==> src/rtl/spgd_pkg.sv <==
// rtl/spgd_pkg.sv - shared state encoding and DAC range constants for the SPGD dither stepper
package spgd_pkg;

    typedef enum logic [1:0] {
        ST_IDLE   = 2'd0,
        ST_PLUS   = 2'd1,
        ST_MINUS  = 2'd2,
        ST_UPDATE = 2'd3
    } spgd_state_e;

    localparam int DAC_WIDTH_DEF = 14;

    function automatic longint dac_max_for(input int width);
        return (longint'(1) << width) - 1;
    endfunction

    function automatic longint u_reset_for(input int width);
        return longint'(1) << (width - 1);
    endfunction

    localparam longint DAC_MAX = dac_max_for(DAC_WIDTH_DEF);
    localparam longint U_RESET = u_reset_for(DAC_WIDTH_DEF);

endpackage

==> src/rtl/dac_sat_add.sv <==
// rtl/dac_sat_add.sv - signed offset added onto an unsigned DAC code, clamped to [0, MAX_CODE]
module dac_sat_add
    import spgd_pkg::*;
#(
    parameter int     DAC_WIDTH = DAC_WIDTH_DEF,
    parameter int     OFF_WIDTH = 33,
    parameter longint MAX_CODE  = DAC_MAX
) (
    input  logic [DAC_WIDTH-1:0]        base,
    input  logic signed [OFF_WIDTH-1:0] offset,
    output logic [DAC_WIDTH-1:0]        sum
);

    // Two guard bits so neither overflow direction can wrap before the clamp.
    localparam int SW = ((OFF_WIDTH > DAC_WIDTH) ? OFF_WIDTH : DAC_WIDTH) + 2;
    localparam logic signed [SW-1:0] MAX_W = SW'(MAX_CODE);

    logic signed [SW-1:0] wide;

    assign wide = $signed({{(SW-DAC_WIDTH){1'b0}}, base}) + SW'(offset);

    always_comb begin
        if (wide[SW-1]) begin
            sum = '0;
        end else if (wide > MAX_W) begin
            sum = DAC_WIDTH'(MAX_W);
        end else begin
            sum = wide[DAC_WIDTH-1:0];
        end
    end

endmodule

==> src/rtl/spgd_dither_step.sv <==
// rtl/spgd_dither_step.sv - SPGD dither/measure/update sequencer driving a DAC control code
module spgd_dither_step
    import spgd_pkg::*;
#(
    parameter int FLOAT_WIDTH = 32,
    parameter int DAC_WIDTH   = DAC_WIDTH_DEF
) (
    input  logic                          ADC_CLK,
    input  logic                          RST_N,
    input  logic                          enable,
    input  logic signed [FLOAT_WIDTH-1:0] METRIC_IN,
    input  logic                          METRIC_VALID,
    input  logic [DAC_WIDTH-1:0]          DITHER_AMP,
    input  logic signed [FLOAT_WIDTH-1:0] STEP_GAIN,
    output logic [DAC_WIDTH-1:0]          DAC_CODE_OUT,
    output logic [DAC_WIDTH-1:0]          U_OUT,
    output logic                          ITER_DONE,
    output logic                          BUSY,
    output logic [1:0]                    STATE_OUT
);

    localparam int DW = FLOAT_WIDTH + 1;
    localparam int PW = 2 * FLOAT_WIDTH + 1;
    localparam logic [DAC_WIDTH-1:0] U_INIT =
        DAC_WIDTH'((DAC_WIDTH == DAC_WIDTH_DEF) ? U_RESET : u_reset_for(DAC_WIDTH));

    spgd_state_e state, state_next;

    logic [DAC_WIDTH-1:0]          u, u_base;
    logic [DAC_WIDTH-1:0]          dac, dac_next;
    logic signed [FLOAT_WIDTH-1:0] jp, jp_next, jm, jm_next;
    logic                          stale, stale_next;
    logic                          iter_done;

    logic signed [DW-1:0] diff;
    logic signed [PW-1:0] product;
    logic signed [DW-1:0] step;
    logic signed [DW-1:0] amp_pos, amp_neg;
    logic [DAC_WIDTH-1:0] upd_sum, plus_code, minus_code;

    // Q16.16 x Q16.16 leaves 2*16 fraction bits; the arithmetic shift floors toward -inf.
    assign diff    = DW'(jp) - DW'(jm);
    assign product = PW'(diff) * PW'(STEP_GAIN);
    assign step    = DW'(product >>> FLOAT_WIDTH);
    assign amp_pos = DW'({1'b0, DITHER_AMP});
    assign amp_neg = -amp_pos;

    // Dither codes are formed from the u that will be current when they are driven.
    assign u_base = (state == ST_UPDATE) ? upd_sum : u;

    dac_sat_add #(.DAC_WIDTH(DAC_WIDTH), .OFF_WIDTH(DW), .MAX_CODE(dac_max_for(DAC_WIDTH)))
        u_upd_add (.base(u), .offset(step), .sum(upd_sum));

    dac_sat_add #(.DAC_WIDTH(DAC_WIDTH), .OFF_WIDTH(DW), .MAX_CODE(dac_max_for(DAC_WIDTH)))
        u_plus_add (.base(u_base), .offset(amp_pos), .sum(plus_code));

    dac_sat_add #(.DAC_WIDTH(DAC_WIDTH), .OFF_WIDTH(DW), .MAX_CODE(dac_max_for(DAC_WIDTH)))
        u_minus_add (.base(u_base), .offset(amp_neg), .sum(minus_code));

    always_ff @(posedge ADC_CLK or negedge RST_N) begin
        if (!RST_N) begin
            state <= ST_IDLE;
        end else begin
            state <= state_next;
        end
    end

    always_comb begin
        state_next = state;
        jp_next    = jp;
        jm_next    = jm;
        stale_next = stale;
        dac_next   = u_base;
        case (state)
            ST_IDLE: begin
                if (enable) state_next = ST_PLUS;
            end
            ST_PLUS, ST_MINUS: begin
                // Abort takes priority over any metric arriving in the same cycle.
                if (!enable) begin
                    state_next = ST_IDLE;
                    jp_next    = '0;
                    jm_next    = '0;
                end else if (METRIC_VALID) begin
                    if (!stale) begin
                        stale_next = 1'b1;
                    end else if (state == ST_PLUS) begin
                        jp_next    = METRIC_IN;
                        state_next = ST_MINUS;
                    end else begin
                        jm_next    = METRIC_IN;
                        state_next = ST_UPDATE;
                    end
                end
            end
            ST_UPDATE: begin
                state_next = enable ? ST_PLUS : ST_IDLE;
            end
            default: state_next = ST_IDLE;
        endcase
        if (state_next != state) stale_next = 1'b0;
        case (state_next)
            ST_PLUS:  dac_next = plus_code;
            ST_MINUS: dac_next = minus_code;
            default:  dac_next = u_base;
        endcase
    end

    always_ff @(posedge ADC_CLK or negedge RST_N) begin
        if (!RST_N) begin
            u         <= U_INIT;
            dac       <= U_INIT;
            jp        <= '0;
            jm        <= '0;
            stale     <= 1'b0;
            iter_done <= 1'b0;
        end else begin
            u         <= u_base;
            dac       <= dac_next;
            jp        <= jp_next;
            jm        <= jm_next;
            stale     <= stale_next;
            iter_done <= (state == ST_UPDATE);
        end
    end

    assign DAC_CODE_OUT = dac;
    assign U_OUT        = u;
    assign ITER_DONE    = iter_done;
    assign BUSY         = (state != ST_IDLE);
    assign STATE_OUT    = state;

endmodule

==> config.mk <==
export PLATFORM = sky130hd
export DESIGN_NAME = spgd_dither_step
export DESIGN_NICKNAME = d
export VERILOG_FILES = /design/src/rtl/spgd_pkg.sv /design/src/rtl/dac_sat_add.sv /design/src/rtl/spgd_dither_step.sv
export SDC_FILE = /design/constraint.sdc
export NUM_CORES = 2
export LEC_CHECK = 0
export ABC_CLOCK_PERIOD_IN_PS = 16300
export CORE_MARGIN = 2
export CORE_UTILIZATION = 60
export CTS_CLUSTER_SIZE = 24
export DETAILED_ROUTE_END_ITERATION = 7
export PLACE_DENSITY = 0.81
export SLEW_MARGIN = 15
export SYNTH_ARGS = -nofsm -noshare
export SYNTH_HDL_FRONTEND = slang
export SYNTH_SLANG_ARGS = --single-unit
==> constraint.sdc <==
create_clock -name ADC_CLK -period 16.3 [get_ports ADC_CLK]
set_input_delay 4.89 -clock ADC_CLK [delete_from_list [all_inputs] [get_ports ADC_CLK]]
set_output_delay 4.89 -clock ADC_CLK [all_outputs]
set_load 0.02 [all_outputs]
==> results.md <==
* # IOs at 114
* Syn avg cell area at 8.95 sq um
* 1st-iter DRT viols at 3150
* Critical path type: in -> reg
* # nets final at 7081
* Max Cap Viol at 0
* Routed Antenna Nets at 0
* Vias in the first global route at 41500
* Worst R2R Start: jp[2]
* Slew Viols, Final at 0
* DRC Markers at 1
* Critical Path AT at 17260 ps
* Max incr delay on CP at 550 ps
* Die X at 281 microns
* Port buffer count at 113
* Die H at 281 microns
* Max Freq at 58.7 MHz
* Number of synthesized flops with an enable pin at 0
* Commonest non-fill, non-tap cell in the layout: inv_1
* Synthesis Warnings at 0
* Final setup violating endpoints at 14
* R2R Setup Slk at -50 ps
* TritonCTS clock tree: built
* RSZ-0062 raised after global routing: yes
* Vias at 37900
* Worst-Margin Slew at 1120 ps
* GPL Wtd Cong at 0.950
* Clk Latency, worst-skew pair at 360 ps
* Wire length per cell at 19.9 microns
* Min-delay src: jp[0]
* Clock Pin Slew Worst Setup and Hold Paths at 70 ps
* Core footprint at 75900 sq um
* GRT Util Overall at 34.6%
* Yosys top cell by area: fa_1
* Worst hold-check path type: reg -> reg
* Cell Area, Synth at 46000 sq um
* Final Hold Fails at 0
* Setup TNS at -9560 ps
* WHS Endpoint: jp[0]
* RR Endpoint: DAC_CODE_OUT[7]
* Seq/Total Area, Yosys at 5.23%
* Failing checks: design-rule violations, negative setup slack
* Area Overhead vs Synth at 18.6%
* Largest net degree at the start of global routing at 68
* Synth Flop Type: dfrtp_1
* Startpoint Class: input port
* Slowest CP cell: fa_1
* Most used cell, CP: buf_4
* H-tree Lvls at 3
* Initial antenna violation count at 2
* Reg2Reg Depth at 65
* Clock Sinks at 96
* Post-route setup slack at -736 ps
* Worst hold path cell count at 2
* Required @ worst endpoint at 16530 ps
* Fill cells at 5120
* Critical Path Sink Type: register
* Outcome: finished with violations
* First-pass GRT wire length at 214 mm
* Post-synthesis net count at 6602
* Clock root cell: clkbuf_16
* Hold-fix buffers, CTS at 0
* Share of cells above drive strength 1 at 17.3%
* Seq cells post-synth at 96
* Share of the synthesized area in the top cell type at 48.5%
* Die area at 78900 sq um
* Min cycle time layout at 17040 ps
* Clock Skews at 10.7 ps
* Worst-path fanout max at 6
* Ys async rst share at 100%
* Vias/cell at 5.69
* Grt ovf at 0
* CTS buffer count at 9
* Distinct cells, synth at 78
* Relative slew slack at 25.3%
* Cells after synthesis at 5138
* Starting Density at 60.6%
* First-pass iteration count of the detailed router at 8
* Buffers from clock root to sink, at most at 2
* Num rows at 101
* Commonest non-fill, non-tap cells in the layout: 1109 x inv_1, 1068 x fa_1, 649 x nand2_1, 537 x buf_4, 485 x and2_1
* WL final at 132 mm
* DP HPWL at 103 mm
* Synth area leaders: fa_1 49%, inv_1 9.3%, ha_1 7.3%
* Crit share post-route at 105%
[routing by layer]
| metal | vias up | share of wire (%) | GRT usage [%] |
|---|---|---|---|
| met5 | - | 0 | 0 |
| met4 | 0 | 5.6 | 15.2 |
| met3 | 538 | 9.1 | 5.86 |
| met2 | 1948 | 49 | 59.2 |
| met1 | 19100 | 36 | 43.3 |
| li1 | 16300 | - | - |
[critical path, delay by kind of cell]
family	cells	cell delay [ps]
simple gates	12	1830
fa+ha+maj	11	4750
buf+inv	13	1610
compound gates	21	4000
xor+xnor	1	160
[what timing repair did]
item,4_1_cts,5_1_grt
setup endpoints to repair,14,14
cloned,18,1
endpoints found under the hold margin,0,0
pin swaps,159,146
setup buffers,72,17
gates resized for setup,306,152
[cells in the mapped netlist, types with 30 or more instances]
| cell | instances |
|---|---|
| fa_1 | 1115 |
| a21o_1 | 41 |
| nor2b_1 | 59 |
| and2_1 | 524 |
| nor2_1 | 113 |
| nand4_1 | 30 |
| ha_1 | 267 |
| clkbuf_1 | 239 |
| nand2b_1 | 76 |
| a21oi_1 | 121 |
| dfrtp_1 | 94 |
| nand2_1 | 665 |
| xor2_1 | 34 |
| inv_1 | 1140 |
| o21ai_0 | 169 |
| xnor2_1 | 80 |
[registers in the layout, indices dropped and copies added (netlist names)]
name          count
ITER_DONE         1
jp               32
STATE_OUT         2
jm               32
U_OUT            14
DAC_CODE_OUT     14
stale             1
[kinds of logic after synthesis]
group	Yosys count	share of synthesized area (%)
AOI/OAI and AO/OA	511	6.91
and+or+nand+nor	1602	17.6
adders and majority gates	1382	55.8
buffers and inverters	1396	11.5
muxes	37	0.854
xor gates and xnor gates	114	2.17
DFF	96	5.23
[stage by stage]
step	instance area [sq um]	worst slack, ps	cells	hold slack [ps]	util (%)
2_1_floorplan	46300	-279	5138	450	-
3_3_place_gp	51900	-1270	6529	462	68.4
3_5_place_dp	51900	-1440	6529	471	68.4
4_1_cts	53900	-528	6635	485	70.9
5_1_grt	54500	-1200	6652	512	71.8
6_report	54500	-736	6653	487	71.8
[cell type report]
cell class | count | area [sq um] | area share (%)
multi-input combinational | 3649 | 39800 | 72.9
timing repair buffer | 720 | 6530 | 12.0
inverter | 1141 | 4280 | 7.85
sequential | 96 | 2400 | 4.41
tap | 1030 | 1290 | 2.36
clock buffer | 9 | 225 | 0.413
clock inverter | 7 | 62.6 | 0.115
antenna | 1 | 2.50 | 0.00459
[worst max-delay path by stage]
stage	start	to	slack, ps	cells after the start
final	STEP_GAIN[0]	DAC_CODE_OUT[7]	-740	58
after floorplan	STEP_GAIN[2]	DAC_CODE_OUT[9]	-280	55
after detailed placement	STEP_GAIN[20]	DAC_CODE_OUT[4]	-1440	56
after CTS	STEP_GAIN[11]	DAC_CODE_OUT[12]	-530	56
after global routing	STEP_GAIN[4]	DAC_CODE_OUT[7]	-1200	54
after global placement	STEP_GAIN[20]	DAC_CODE_OUT[2]	-1270	56
Power is not shown: default switching activity piles up to over one toggle a cycle in this logic, so the estimate is an artifact.
